### src/rtl/imm_encoder.sv
// Immediate encoder: packs a 32-bit immediate into the I/U/J/S/B fields of an
// instruction template, and expands the load-immediate pseudo-op into ADDI or
// LUI(+ADDI). Valid/ready on both sides, one-cycle registered output.
module imm_encoder (
  input  logic        clk,
  input  logic        rst_n,
  input  logic        in_valid,
  output logic        in_ready,
  input  logic [2:0]  in_fmt,
  input  logic        in_li,
  input  logic [31:0] in_base,
  input  logic [31:0] in_imm,
  output logic        out_valid,
  input  logic        out_ready,
  output logic [31:0] out_inst,
  output logic        out_err,
  output logic        out_last
);

  localparam int unsigned XLEN  = 32;
  localparam int unsigned FMT_W = 3;
  localparam int unsigned RD_W  = 5;
  localparam int unsigned OPC_W = 7;

  localparam logic [FMT_W-1:0] FMT_I = 3'd0;
  localparam logic [FMT_W-1:0] FMT_U = 3'd1;
  localparam logic [FMT_W-1:0] FMT_J = 3'd2;
  localparam logic [FMT_W-1:0] FMT_S = 3'd3;
  localparam logic [FMT_W-1:0] FMT_B = 3'd4;

  localparam logic [OPC_W-1:0] OPC_LUI    = 7'b0110111;
  localparam logic [OPC_W-1:0] OPC_OP_IMM = 7'b0010011;

  typedef enum logic [0:0] {
    S_IDLE  = 1'b0,
    S_EMIT2 = 1'b1
  } state_e;

  state_e state_q, state_d;

  logic            out_valid_q, out_valid_d;
  logic [XLEN-1:0] out_inst_q,  out_inst_d;
  logic            out_err_q,   out_err_d;
  logic            out_last_q,  out_last_d;
  logic [XLEN-1:0] word2_q,     word2_d;

  // Encoder results for the request currently presented on the input side
  logic [XLEN-1:0] enc_inst;
  logic            enc_err;
  logic            enc_last;
  logic            enc_two;
  logic [XLEN-1:0] enc_word2;

  // Handshake / load controls produced by the FSM output logic
  logic load_new;
  logic load_w2;
  logic drain;

  // Range helpers: an immediate fits N signed bits when its upper bits are a
  // pure sign extension of bit N-1.
  logic [RD_W-1:0] rd;
  logic            fits12;
  logic            fits13;
  logic            fits21;
  logic [19:0]     li_hi;

  assign rd     = in_base[11:7];
  assign fits12 = (&in_imm[31:11]) || (~|in_imm[31:11]);
  assign fits13 = (&in_imm[31:12]) || (~|in_imm[31:12]);
  assign fits21 = (&in_imm[31:20]) || (~|in_imm[31:20]);

  // Adding 0x800 before taking the upper 20 bits only carries into bit 12
  // when imm[11] is set, so the LUI part is imm[31:12] + imm[11] (mod 2^20).
  assign li_hi  = 20'(in_imm[31:12] + 20'(in_imm[11]));

  // Field packing, range check and LI expansion for the incoming request
  always_comb begin
    enc_inst  = in_base;
    enc_err   = 1'b0;
    enc_last  = 1'b1;
    enc_two   = 1'b0;
    enc_word2 = '0;
    if (in_li) begin
      if (fits12) begin
        enc_inst = {in_imm[11:0], 5'd0, 3'b000, rd, OPC_OP_IMM};
      end else begin
        enc_inst = {li_hi, rd, OPC_LUI};
        if (in_imm[11:0] != 12'd0) begin
          enc_last  = 1'b0;
          enc_two   = 1'b1;
          enc_word2 = {in_imm[11:0], rd, 3'b000, rd, OPC_OP_IMM};
        end
      end
    end else begin
      case (in_fmt)
        FMT_I: begin
          enc_inst = {in_imm[11:0], in_base[19:0]};
          enc_err  = !fits12;
        end
        FMT_U: begin
          enc_inst = {in_imm[31:12], in_base[11:0]};
          enc_err  = (in_imm[11:0] != 12'd0);
        end
        FMT_J: begin
          enc_inst = {in_imm[20], in_imm[10:1], in_imm[11], in_imm[19:12],
                      in_base[11:0]};
          enc_err  = !fits21 || in_imm[0];
        end
        FMT_S: begin
          enc_inst = {in_imm[11:5], in_base[24:12], in_imm[4:0], in_base[6:0]};
          enc_err  = !fits12;
        end
        FMT_B: begin
          enc_inst = {in_imm[12], in_imm[10:5], in_base[24:12], in_imm[4:1],
                      in_imm[11], in_base[6:0]};
          enc_err  = !fits13 || in_imm[0];
        end
        default: begin
          enc_inst = in_base;
          enc_err  = 1'b1;
        end
      endcase
    end
  end

  // FSM state register
  always_ff @(posedge clk or negedge rst_n) begin
    if (!rst_n) begin
      state_q <= S_IDLE;
    end else begin
      state_q <= state_d;
    end
  end

  // FSM next state: stay in EMIT2 until word 1 is handed off
  always_comb begin
    state_d = state_q;
    unique case (state_q)
      S_IDLE: begin
        if (load_new && enc_two) begin
          state_d = S_EMIT2;
        end
      end
      S_EMIT2: begin
        if (out_ready) begin
          state_d = S_IDLE;
        end
      end
      default: state_d = S_IDLE;
    endcase
  end

  // FSM outputs: input-side ready and output-register load selects
  always_comb begin
    in_ready = 1'b0;
    load_new = 1'b0;
    load_w2  = 1'b0;
    drain    = 1'b0;
    unique case (state_q)
      S_IDLE: begin
        in_ready = !out_valid_q || out_ready;
        load_new = in_valid && (!out_valid_q || out_ready);
        drain    = out_valid_q && out_ready && !load_new;
      end
      S_EMIT2: begin
        load_w2 = out_ready;
      end
      default: begin
        in_ready = 1'b0;
      end
    endcase
  end

  // Output register next values: new word, queued second word, or drain
  always_comb begin
    out_valid_d = out_valid_q;
    out_inst_d  = out_inst_q;
    out_err_d   = out_err_q;
    out_last_d  = out_last_q;
    word2_d     = word2_q;
    if (load_new) begin
      out_valid_d = 1'b1;
      out_inst_d  = enc_inst;
      out_err_d   = enc_err;
      out_last_d  = enc_last;
      word2_d     = enc_word2;
    end else if (load_w2) begin
      out_valid_d = 1'b1;
      out_inst_d  = word2_q;
      out_err_d   = 1'b0;
      out_last_d  = 1'b1;
    end else if (drain) begin
      out_valid_d = 1'b0;
    end
  end

  // Output and pending-word registers
  always_ff @(posedge clk or negedge rst_n) begin
    if (!rst_n) begin
      out_valid_q <= 1'b0;
      out_inst_q  <= '0;
      out_err_q   <= 1'b0;
      out_last_q  <= 1'b0;
      word2_q     <= '0;
    end else begin
      out_valid_q <= out_valid_d;
      out_inst_q  <= out_inst_d;
      out_err_q   <= out_err_d;
      out_last_q  <= out_last_d;
      word2_q     <= word2_d;
    end
  end

  assign out_valid = out_valid_q;
  assign out_inst  = out_inst_q;
  assign out_err   = out_err_q;
  assign out_last  = out_last_q;

endmodule

### config.mk
export PLATFORM = sky130hd
export DESIGN_NAME = imm_encoder
export DESIGN_NICKNAME = d
export VERILOG_FILES = /design/src/rtl/imm_encoder.sv
export SDC_FILE = /design/constraint.sdc
export NUM_CORES = 1
export LEC_CHECK = 0
export BUFFER_PORTS_ARGS = -buffer_cell sky130_fd_sc_hd__buf_2
export CORE_MARGIN = 5
export CORE_UTILIZATION = 30
export DETAILED_ROUTE_END_ITERATION = 16
export PLACE_DENSITY_LB_ADDON = 0.2
export SETUP_SLACK_MARGIN = 0.02
export SLEW_MARGIN = 25
export SYNTH_ARGS = -nofsm -noshare
export SYNTH_HDL_FRONTEND = slang
export SYNTH_SLANG_ARGS = --single-unit
export TNS_END_PERCENT = 5
### constraint.sdc
create_clock -name clk -period 2.1 [get_ports clk]
set_input_delay 0.525 -clock clk [delete_from_list [all_inputs] [get_ports clk]]
set_output_delay 0.525 -clock clk [all_outputs]
set_load 0.02 [all_outputs]
Yosys cells after proc, flatten, opt, wreduce, memory -nomap -nowiden
Index checks and enable logic that the tools add are counted.

operators by class
  add/sub/neg operators = 1
  equal/unequal tests = 4
  mux-type cells = 30
  bitwise operators = 1
  reduce and logical (&&, ||, !) cells = 29

operators by type and width
  cell                                                             number
  32-bit two-way mux                                               7
  32-bit case mux with 5 select lines                              1
  21-bit AND reduction                                             1
  21-bit OR reduction                                              1
  20-bit by 1-bit adder with 20-bit output                         1
  1-bit two-way mux                                                20
  20-bit AND reduction                                             1
  20-bit OR reduction                                              1
  12-bit AND reduction                                             1
  12-bit nonzero test                                              1
  12-bit OR reduction                                              1
  1-bit logical NOT                                                8
  3-bit by 2-bit == test with 1-bit output, second input constant  2
  1-bit logical OR                                                 6
  1-bit logical AND                                                4
  1-bit case mux with 4 select lines                               1
  3-bit by 1-bit == test with 1-bit output, second input constant  1
  3-bit == test, second input constant                             1
  3-bit logical NOT                                                1
  3-bit nonzero test                                               1
  1-bit case mux with 2 select lines                               1
  2-bit nonzero test                                               1
  2-bit OR reduction                                               1
  1-bit inverter                                                   1

storage, ports and cells
  register bits after elaboration = 68
  input bits = 72

Longest topological paths before layout
Gate-level depths: netlist (run 1).

  depth after elaboration = 9
  depth in mapped cells = 8
  depth with buffers taken out = 8

Worst setup path before layout (run 1)
Ideal clock, no wire load.

  kind = input -> register
  from = in in_fmt[0]
  to = reg out_inst_q[17] (netlist: out_inst[17])
  data arrival time = 1.890 ns
  setup slack = 0.075 ns
  cell stages on the path = 7
  buffers on the path = 2
  cells stage by stage = buf_2 > xor2_1 > nor2b_1 > buf_2 > mux2_2 > a221oi_1 > o22ai_1

on the way
  cells in the longest elaborated chain, start to end = 4

RTL lines
  what                                         line  text
  start: declaration                           9     input logic [2:0] in_fmt,
  3-bit == test, or another cell as far along  95    case (in_fmt)
  32-bit case mux with 5 select lines *        95
  32-bit two-way mux *                         83    if (in_li) begin
  32-bit two-way mux *                         181   if (load_new) begin
  end signal: assignment                       207   out_inst_q <= out_inst_d;
  end: declaration                             42    logic [XLEN-1:0] out_inst_q, out_inst_d;

Every way passes the cells marked *; elsewhere a longest branch is shown, timed or not.
A chain may end at the register's enable or synchronous reset.

Final worst setup path (run 1)
  from = in in_imm[30]
  to = reg out_inst_q[19] (netlist: out_inst[19])

on the way
  cells in the longest elaborated chain, start to end = 6

RTL lines
  what                  line  text
  start: declaration    12    input logic [31:0] in_imm,
  21-bit OR reduction   68    assign fits12 = (&in_imm[31:11]) || (~|in_imm[31:11]);
  1-bit logical NOT     68
  1-bit logical OR *    68
  32-bit two-way mux *  84    if (fits12) begin
  32-bit two-way mux *  83
  32-bit two-way mux *  181

Marks and branches as above.

==> results of run 1 <==
[stage by stage]
step	cells	hold WS [ns]	setup TNS (ns)	utilization
3_3_place_gp	716	0.3406	-1.496	0.4059
3_5_place_dp	716	0.3450	-2.665	0.4059
6_report	724	0.02240	0	0.4213
5_1_grt	724	0.02266	0	0.4213
4_1_cts	724	0.02208	0	0.4204
2_1_floorplan	412	0.2294	0	-
[registers in the layout, summed over array words and instances (netlist names)]
| signal | cells |
|---|---|
| out_last | 1 |
| state_q | 1 |
| out_valid | 1 |
| out_inst | 32 |
| out_err | 1 |
| word2_q | 18 |
[power groups by stage]
stage | registers [mW] | logic (mW) | clock network, mW
after floorplan | 1.66 | 0.571 | 0
after global placement | 1.46 | 1.41 | 0
after detailed placement | 1.47 | 1.42 | 0
after CTS | 1.45 | 1.43 | 1.02
after global routing | 1.48 | 1.54 | 1.07
final | 1.45 | 1.43 | 1.01
[cells in the mapped netlist, drive strengths merged, types with 6 or more instances]
cell type,number,area (µm²)
xor2,9,78.83
a22o,22,192.7
nor4,11,93.84
nand2,29,108.9
nor2,37,160.2
a21o,6,45.04
o211ai,8,60.06
xnor2,9,78.83
buf,19,106.4
o22ai,6,37.54
a21oi,21,108.9
nand2b,6,37.54
o21ai,31,155.2
nand3,9,45.04
inv,10,37.54
o221ai,6,52.55
nor3,12,60.06
nand4,11,83.83
clkbuf,12,45.04
mux2i,13,130.1
a221oi,7,67.56
dfrtp,54,1351
[worst paths after layout]
| check | start | endpoint | slack (ns) |
|---|---|---|---|
| worst max register to register | state_q$_DFF_PN0_ | out_inst[15]$_DFFE_PN0P_ | 0.22 |
| max in group asynchronous | rst_n | out_inst[19]$_DFFE_PN0P_ | 1.40 |
| min in group clk | in_base[6] | out_inst[6]$_DFFE_PN0P_ | 0.45 |
| worst max-delay path | in_imm[30] | out_inst[19]$_DFFE_PN0P_ | 0.13 |
| worst min register to register | out_inst[8]$_DFFE_PN0P_ | out_inst[8]$_DFFE_PN0P_ | 0.47 |
| worst min-delay path | rst_n | out_inst[27]$_DFFE_PN0P_ | 0.02 |
[cells by family after synthesis]
| family | after synthesis |
|---|---|
| AOI/OAI and AO/OA | 142 |
| and+or+nand+nor | 136 |
| DFF | 54 |
| buffers and inverters | 41 |
| xor gates and xnor gates | 18 |
| muxes | 18 |
| adders and majority gates | 3 |
[layout make-up]
| class | count | area [µm²] |
|---|---|---|
| inverters | 10 | 37.54 |
| clock inverters | 3 | 48.80 |
| multi-input cells | 317 | 2145 |
| well taps | 147 | 183.9 |
| flip-flops and latches | 54 | 1351 |
| fillers | 1226 | 6952 |
| repair buffers | 188 | 1169 |
| clock buffers | 5 | 125.1 |
[critical path, cell delays in order]
cell	delay [ns]
buf_2	0.11
buf_4	0.10
nand4_1	0.13
nor3_1	0.44
a32o_2	0.23
nor2_2	0.08
a221oi_1	0.30
buf_4	0.16
o21ai_0	0.06
[per-layer routing]
| metal | global-route usage | vias to the layer above | part of all wire |
|---|---|---|---|
| met5 | 0 | - | 0 |
| met4 | 0.05949 | 0 | 0.023 |
| met3 | 0.02385 | 28 | 0.052 |
| met2 | 0.3116 | 164 | 0.47 |
| met1 | 0.2622 | 1947 | 0.45 |
| li1 | - | 1896 | - |
[what timing repair did]
action	in CTS	in global routing
setup buffers	0	0
gates resized for setup	0	3
hold buffers	0	0
setup endpoints to repair	0	3
endpoints found under the hold margin	0	0
==> metrics.md, run 1 <==
| Metric | Value |
|---|---|
| Slew headroom | `0.4684` |
| Status | `complete, no violations` |
| Tot Pwr | `3.890 mW` |
| Yosys reg bits | `54` |
| Vias in the first global route | `4008` |
| # setup viols final | `0` |
| Seq pwr share | `0.373` |
| Die ar. | `0.01455 mm²` |
| Worst Setup End Kind | `flip-flop` |
| Asr flop ratio synth | `1.000` |
| Sw Share | `0.3706` |
| Clock root cell | `clkbuf_16` |
| Initial antenna violation count | `0` |
| Worst Setup Start Kind | `input pin` |
| Simple-gate share of the synthesized area | `0.1984` |
| Fin worst setup slack | `0.1310 ns` |
| Final worst path period share | `0.9376` |
| Clock skew | `0.006257 ns` |
| CTS tree | `built` |
| RSZ-0062 raised after global routing | `no` |
| Minimum clock period | `1.969 ns` |
| Core ar. | `0.01201 mm²` |
| Final non-filler cell area | `0.005060 mm²` |
| Comb pwr share | `0.367` |
| Synth Net Count | `487` |
| Final nets | `651` |
| Worst-path clk slew | `0.08 ns` |
| PortBufs | `107` |
| Hold WC Path Type | `in2async` |
| Vias per cell | `5.573` |
| Synthesis-to-finish area growth | `37.83%` |
| Post-synthesis sequential area ratio | `0.3681` |
| Worst-Skew Late Latency | `0.30 ns` |
| Number of synthesized flops with an enable pin | `0` |
| Leak Pwr | `2.344 nW` |
| Clock Path Buffers | `2` |
| Inserted Clock Buffers | `5` |
| Fin. max-slew vios | `0` |
| DRC Markers | `0` |
| VDD IR-drop max | `0.3158 mV` |
| Largest net degree at the start of global routing | `36` |
| Cell area after synthesis | `0.003671 mm²` |
| Clk pwr share | `0.260` |
| Multiplexer share of the synthesized area | `0.05078` |
| Starting Density | `0.3056` |
| Starting DRC count in detailed routing | `256` |
| Worst R2R Path Depth | `5` |
| Total congestion overflow | `0` |
| Syn_area_per_cell | `8.910 µm²` |
| Count of cell types in the netlist | `59` |
| Worst slack, placed | `-0.2173 ns` |
| Internal power | `2.449 mW` |
| Final Hold Viols | `0` |
| Commonest non-fill, non-tap cells in the layout | `107 x buf_2, 79 x buf_4, 54 x dfrtp_1` |
| Clk sinks | `54` |
| Io pins | `108` |
| Commonest non-fill, non-tap cell in the layout | `buf_2` |
| Die Y-Extent | `120.6 µm` |
| Remaining antenna violation count | `0` |
| Peak Freq | `507.9 MHz` |
| GRT Util Overall | `0.1905` |
| Worst path required time | `2.28 ns` |
| Post-synthesis xor/xnor area fraction | `0.04294` |
| PwrDens | `768.8 mW/mm²` |
| DR vias | `4035` |
| Width of the die | `120.6 µm` |
| Maxcap violations | `0` |
| DRT Pass-1 Iters | `6` |
| Post-DP Area | `0.004876 mm²` |
| Synth Instances | `412` |
| WL/cell | `19.41 µm` |
| Rows | `40` |
| Arrival time worst endpoint | `2.15 ns` |
| Layout cells sized above 1 | `0.3726` |
| Post-synthesis adder-cell area fraction | `0.01022` |
| Final WL | `14060 µm` |
| Post-DP HPWL | `11100 µm` |
| Ys Warns | `0` |
| First-pass GRT wire length | `21970 µm` |
| Slew @ Worst Pin | `0.7973 ns` |
| Htree depth | `2` |
| Crit path max fanout | `5` |
| Critical path class | `in2reg` |
| Post-synthesis compound-gate area fraction | `0.2781` |
| Switching pwr | `1.442 mW` |
| Primary FF master, synth | `dfrtp_1` |
| GPL Wtd Cong | `0.9129` |
| Ant. Diodes | `0` |
| Largest family of logic cells by synthesized area | `compound AO/OA/AOI/OAI gates` |
Power figures use the tool's default switching activity.
==> inputs of run 2 (changes only) <==
--- a/config.mk
+++ b/config.mk
@@ -6,6 +6,9 @@
 export NUM_CORES = 1
 export LEC_CHECK = 0
 export BUFFER_PORTS_ARGS = -buffer_cell sky130_fd_sc_hd__buf_2
+export CELL_PAD_IN_SITES_DETAIL_PLACEMENT = 1
+export CELL_PAD_IN_SITES_GLOBAL_PLACEMENT = 1
+export CORE_ASPECT_RATIO = 1.2
 export CORE_MARGIN = 5
 export CORE_UTILIZATION = 30
 export DETAILED_ROUTE_END_ITERATION = 16
==> metrics.md, run 2 (synthesis gave the netlist of run 1 again) <==
| Metric | Value |
|---|---|
| Status | `complete, no violations` |
| Final worst path period share | `0.9388` |
| Slowest stage cell, crit path | `a2111oi_1` |
| Slew @ Worst Pin | `0.6275 ns` |
| Io pins | `108` |
| Fin. max-slew vios | `0` |
| Leak Pwr | `2.357 nW` |
| Commonest non-fill, non-tap cell in the layout | `buf_2` |
| Maxcap violations | `0` |
| Starting DRC count in detailed routing | `171` |
| Arrival time worst endpoint | `2.14 ns` |
| GRT Util Overall | `0.1980` |
| Critical path class | `in2reg` |
| Post-DP HPWL | `11740 µm` |
| Total congestion overflow | `0` |
| Flop2flop setup slack | `0.28 ns` |
| VDD IR-drop max | `0.3967 mV` |
| FF-to-FF End | `word2_q[16]$_DFFE_PN0P_` |
| Tot Pwr | `3.769 mW` |
| PwrDens | `739.0 mW/mm²` |
| First-pass GRT wire length | `23650 µm` |
| Inserted Clock Buffers | `5` |
| Starting Density | `0.3045` |
| # setup viols final | `0` |
| Minimum clock period | `1.971 ns` |
| Vias in the first global route | `4312` |
| Commonest non-fill, non-tap cells in the layout | `107 x buf_2, 77 x buf_4, 54 x dfrtp_1` |
| WP buf/inv | `2` |
| Slew headroom | `0.5812` |
| Crit path max fanout | `4` |
| Clock skew | `0.006737 ns` |
| Worst-Skew Late Latency | `0.30 ns` |
| DR vias | `3957` |
| Clk sinks | `54` |
| RR Startpoint | `state_q$_DFF_PN0_` |
| WHS | `0.2078 ns` |
| Post-CTS Setup Inserts | `0` |
| Layout cells sized above 1 | `0.3720` |
| RSZ-0062 raised after global routing | `yes` |
| Final WL | `14460 µm` |
| Width of the die | `111.0 µm` |
| Final Hold Viols | `0` |
| Number of fill cells | `1451` |
| Core ar. | `0.01206 mm²` |
| Critical path, cell by cell | `buf_2 -> ha_1 -> nand4_1 -> nor2_2 -> a32o_2 -> buf_4 -> a2111oi_1 -> nor3_1` |
| Initial antenna violation count | `0` |
| Worst Setup Start Kind | `input pin` |
| Die ar. | `0.01456 mm²` |
| CTS Hold Bufs | `0` |
| PortBufs | `107` |
| Remaining antenna violation count | `0` |
| Final core utilization | `0.4230` |
| Clock root cell | `clkbuf_16` |
| Hold WC Path Type | `in2async` |
| DRC Markers | `0` |
| Final nets | `652` |
| Peak Freq | `507.3 MHz` |
| Synthesis-to-finish area growth | `38.92%` |
| CP peak stage delay | `0.44 ns` |
| Rows | `44` |
| Htree depth | `2` |
| CP delay by family, top | `compound AO/OA/AOI/OAI gates` |
| Largest net degree at the start of global routing | `55` |
| GPL Wtd Cong | `0.8630` |
| DRT Pass-1 Iters | `4` |
| Die Y-Extent | `131.2 µm` |
| WL/cell | `19.57 µm` |
| Clock Path Buffers | `2` |
| CTS tree | `built` |
| Worst Setup End Kind | `flip-flop` |
| Worst path required time | `2.27 ns` |
| Worst-path clk slew | `0.07 ns` |
| Vias per cell | `5.355` |
| Worst R2R Path Depth | `7` |
| Max FFs per register | `32` |
| Ant. Diodes | `0` |
[run 2: cell types whose count changed in the layout (fill, tap and decap cells not counted)]
cell and delta:
and2_1 -1, a2111oi_1 +3, clkinvlp_4 -1, a221oi_2 -1, a2111oi_0 -3, bufinv_16 -1, clkinv_4 +2, a221oi_1 +1
and2_0 +1, buf_12 +3, buf_4 -2
[run 2: stage by stage]
stage / TNS (ns) / instance area, µm² / cells / setup WS, ns
after floorplan: 0 / 3671 / 412 / 0.07487
after global placement: -3.313 / 4938 / 731 / -0.1471
after detailed placement: -4.864 / 4938 / 731 / -0.2154
after CTS: 0 / 5092 / 739 / 0.06904
after global routing: -0.003316 / 5100 / 739 / -0.003316
final: 0 / 5100 / 739 / 0.1286
[run 2: how the worst max path moves through the flow]
| stage | slack [ns] | from | cells past startpoint | endpoint |
|---|---|---|---|---|
| 6_report | 0.13 | in_imm[11] | 8 | out_inst[25]$_DFFE_PN0P_ |
| 5_1_grt | -0.003 | in_imm[11] | 8 | out_inst[25]$_DFFE_PN0P_ |
| 4_1_cts | 0.07 | out_valid$_DFFE_PN0P_ | 7 | out_inst[26]$_DFFE_PN0P_ |
| 3_5_place_dp | -0.22 | in_imm[11] | 8 | out_inst[25]$_DFFE_PN0P_ |
| 2_1_floorplan | 0.07 | in_fmt[0] | 7 | out_inst[17]$_DFFE_PN0P_ |
| 3_3_place_gp | -0.15 | in_imm[11] | 8 | out_inst[25]$_DFFE_PN0P_ |
[run 2: report_power, final]
group / total (mW) / switching, mW / internal (mW)
logic: 1.44 / 0.841 / 0.597
registers: 1.45 / 0.158 / 1.29
clock network: 0.884 / 0.427 / 0.456
[run 2: final cells by class]
type	instances	area, µm²	share of cell area
multi-input combinational	317	2142	0.4200
sequential	54	1351	0.2650
timing repair buffer	189	1214	0.2380
tap	161	201.4	0.03950
clock buffer	5	125.1	0.02453
inverter	10	37.54	0.007360
clock inverter	3	28.78	0.005643
[run 2: routing by layer]
| layer | routed length (µm) | GRT usage | up-vias | part of all wire |
|---|---|---|---|---|
| li1 | - | - | 1894 | - |
| met1 | 6301 | 0.2602 | 1963 | 0.44 |
| met2 | 7518 | 0.3512 | 94 | 0.52 |
| met3 | 544 | 0.02208 | 6 | 0.038 |
| met4 | 97 | 0.04038 | 0 | 0.0067 |
| met5 | 0 | 0 | - | 0 |
[run 2: repair_timing]
| item | in CTS | in global routing |
|---|---|---|
| resized for setup | 0 | 5 |
| hold endpoints to repair | 0 | 0 |
| setup endpoints to repair | 0 | 6 |
==> inputs of run 3 (changes only) <==
--- a/config.mk
+++ b/config.mk
@@ -5,6 +5,7 @@
 export SDC_FILE = /design/constraint.sdc
 export NUM_CORES = 1
 export LEC_CHECK = 0
+export ABC_AREA = 1
 export BUFFER_PORTS_ARGS = -buffer_cell sky130_fd_sc_hd__buf_2
 export CELL_PAD_IN_SITES_DETAIL_PLACEMENT = 1
 export CELL_PAD_IN_SITES_GLOBAL_PLACEMENT = 1
==> metrics.md, run 3 <==
| Metric | Value |
|---|---|
| Status | `complete, no violations` |
| Post-DP Area | `0.004842 mm²` |
| Clock Path Buffers | `2` |
| Hold WC Path Type | `in2async` |
| Asr flop ratio synth | `1.000` |
| Worst slack, placed | `-0.1546 ns` |
| Top cell type's share of synthesized area | `0.3474` |
| Count of cell types in the netlist | `39` |
| GRT Util Overall | `0.2035` |
| GPL Wtd Cong | `0.9039` |
| DRC Markers | `0` |
| Layout cells sized above 1 | `0.2569` |
| Number of synthesized flops with an enable pin | `0` |
| Max FFs per register | `32` |
| Post-DP HPWL | `13100 µm` |
| Peak Freq | `517.1 MHz` |
| WL/cell | `17.69 µm` |
| Worst-Skew Late Latency | `0.30 ns` |
| Comb pwr share | `0.384` |
| DRT Pass-1 Iters | `4` |
| Rows | `45` |
| Internal power | `2.286 mW` |
| CP peak stage delay | `0.23 ns` |
| Final Hold Viols | `0` |
| Clock root cell | `clkbuf_16` |
| Slew @ Worst Pin | `0.4295 ns` |
| Yosys reg bits | `54` |
| RSZ-0062 raised after global routing | `no` |
| Synth Instances | `585` |
| Post-synthesis sequential area ratio | `0.3474` |
| Sw Share | `0.4008` |
| Slowest stage cell, crit path | `ha_1` |
| RR Startpoint | `out_valid$_DFFE_PN0P_` |
| Critical path class | `in2reg` |
| Worst Setup End Kind | `flip-flop` |
| Leak Pwr | `2.578 nW` |
| Clk pwr share | `0.231` |
| Most used cell, CP | `nand2_1` |
| Total congestion overflow | `0` |
| Final worst path period share | `0.9209` |
| Ys Warns | `0` |
| PortBufs | `107` |
| Final non-filler cell area | `0.004996 mm²` |
| Width of the die | `114.0 µm` |
| Primary FF master, synth | `dfrtp_1` |
| PwrDens | `763.7 mW/mm²` |
| VDD IR-drop max | `0.3661 mV` |
| Clock skew | `0.008401 ns` |
| CTS tree | `built` |
| Htree depth | `2` |
| Post-CTS Setup Inserts | `0` |
| CTS Hold Bufs | `0` |
| Starting DRC count in detailed routing | `169` |
| Worst Setup Start Kind | `input pin` |
| Maxcap violations | `0` |
| Ant. Diodes | `0` |
| Minimum clock period | `1.934 ns` |
| Most frequent cells after synthesis | `169 x nand2_1, 78 x nor2_1, 57 x inv_1` |
| # setup viols final | `0` |
| Synth Net Count | `660` |
| Fin. max-slew vios | `0` |
| Io pins | `108` |
| Syn_area_per_cell | `6.650 µm²` |
| Worst-path clk slew | `0.08 ns` |
| Commonest non-fill, non-tap cells in the layout | `169 x nand2_1, 107 x buf_2, 78 x nor2_1` |
| Final nets | `794` |
| Starting Density | `0.3071` |
| Fin worst setup slack | `0.1662 ns` |
| Final WL | `15630 µm` |
| Vias in the first global route | `4598` |
| Synthesis-to-finish area growth | `28.43%` |
| Worst path required time | `2.32 ns` |
| Slew headroom | `0.7133` |
| DR vias | `4412` |
| Seq pwr share | `0.385` |
| Die ar. | `0.01535 mm²` |
| Core ar. | `0.01267 mm²` |
| Vias per cell | `4.991` |
| Switching pwr | `1.529 mW` |
| Crit path max fanout | `3` |
| Die Y-Extent | `134.7 µm` |
| First-pass GRT wire length | `24550 µm` |
| CTS resizes | `0` |
| Top post-synthesis cells by area | `dfrtp_1 35%, nand2_1 16%, nor2_1 7.5%` |
| Yosys top cell by area | `dfrtp_1` |
| Inserted Clock Buffers | `5` |
| Largest net degree at the start of global routing | `55` |
| Remaining antenna violation count | `0` |
| Initial antenna violation count | `0` |
| Cell area after synthesis | `0.003890 mm²` |
| Launch point of the worst path | `in_imm[11]` |
| Commonest non-fill, non-tap cell in the layout | `nand2_1` |
| Critical path, cell by cell | `buf_2 -> ha_1 -> ha_1 -> nand3_1 -> nor2_2 -> nand2_1 -> inv_1 -> nand2_1 -> nand2_1 -> nand2_1 -> nand2_1 -> nand3_1 -> a21oi_1` |
| Count leader, synth | `nand2_1` |
| Clk sinks | `54` |
| Arrival time worst endpoint | `2.16 ns` |
## run 3: cell types whose count changed in the layout (fill, tap and decap cells not counted), moves of 13 or more
cell | previous run | this run
a22o_1 | 22 | 2
buf_4 | 77 | 39
inv_1 | 10 | 57
mux2i_1 | 13 | 0
nand2_1 | 29 | 169
nand3_1 | 9 | 36
nor2_1 | 33 | 78
o21ai_0 | 27 | 46
## run 3: logic make-up (layout without fill, tap and decap cells)
group | after synthesis | count (layout) | synth area share
adders and majority gates | 3 | 3 | 0.009650
xor gates and xnor gates | 11 | 11 | 0.02477
DFF | 54 | 54 | 0.3474
and+or+nand+nor | 316 | 316 | 0.3529
buffers and inverters | 83 | 218 | 0.09231
AOI/OAI and AO/OA | 118 | 118 | 0.1730
## run 3: metal layers
metal / share of wire / global-route usage
met4: 0.018 / 0.05479
met3: 0.035 / 0.01883
met2: 0.52 / 0.3730
met1: 0.43 / 0.2529
met5: 0 / 0
## run 3: cell type report
cell class | instances | area [µm²]
fill | 1701 | 7672
clock inverter | 3 | 28.78
clock buffer | 5 | 125.1
sequential | 54 | 1351
timing repair buffer | 148 | 868.3
tap | 164 | 205.2
inverter | 62 | 237.7
multi-input combinational | 448 | 2180
## run 3: power by group through the flow
| stage | Sequential (mW) | Clock [mW] | Combinational (mW) |
|---|---|---|---|
| 2_1_floorplan | 1.73 | 0 | 0.610 |
| 3_3_place_gp | 1.48 | 0 | 1.45 |
| 3_5_place_dp | 1.49 | 0 | 1.48 |
| 4_1_cts | 1.47 | 0.895 | 1.49 |
| 5_1_grt | 1.50 | 0.931 | 1.61 |
| 6_report | 1.47 | 0.881 | 1.47 |
## run 3: critical path, delay by kind of cell
family	cells	cell delay, ns
buffers and inverters	2	0.19
AO/OA/AOI/OAI	1	0.14
AND/OR/NAND/NOR	8	0.85
adder cells (fa/ha/maj)	2	0.44
## run 3: worst paths after layout
| path | slack [ns] | cells past startpoint | endpoint |
|---|---|---|---|
| max | 0.17 | 13 | out_inst[30]$_DFFE_PN0P_ |
| min | 0.19 | 2 | out_inst[12]$_DFFE_PN0P_ |
| max reg2reg | 0.48 | 7 | out_inst[29]$_DFFE_PN0P_ |
| min reg2reg | 0.48 | 2 | out_inst[4]$_DFFE_PN0P_ |
| max in group asynchronous | 1.62 | 2 | out_inst[22]$_DFFE_PN0P_ |
| min in group clk | 0.45 | 2 | out_inst[3]$_DFFE_PN0P_ |
## run 3: stage by stage
step           utilization  power [mW]  std cells  TNS [ns]  hold slack (ns)
6_report            0.3944       3.815        884         0           0.1933
5_1_grt             0.3944       4.044        884         0           0.2354
4_1_cts             0.3944       3.854        884         0           0.2224
3_5_place_dp        0.3822       2.973        876   -0.7129           0.4648
3_3_place_gp        0.3822       2.929        876   -0.2489           0.4579
2_1_floorplan            -       2.342        585         0           0.2294
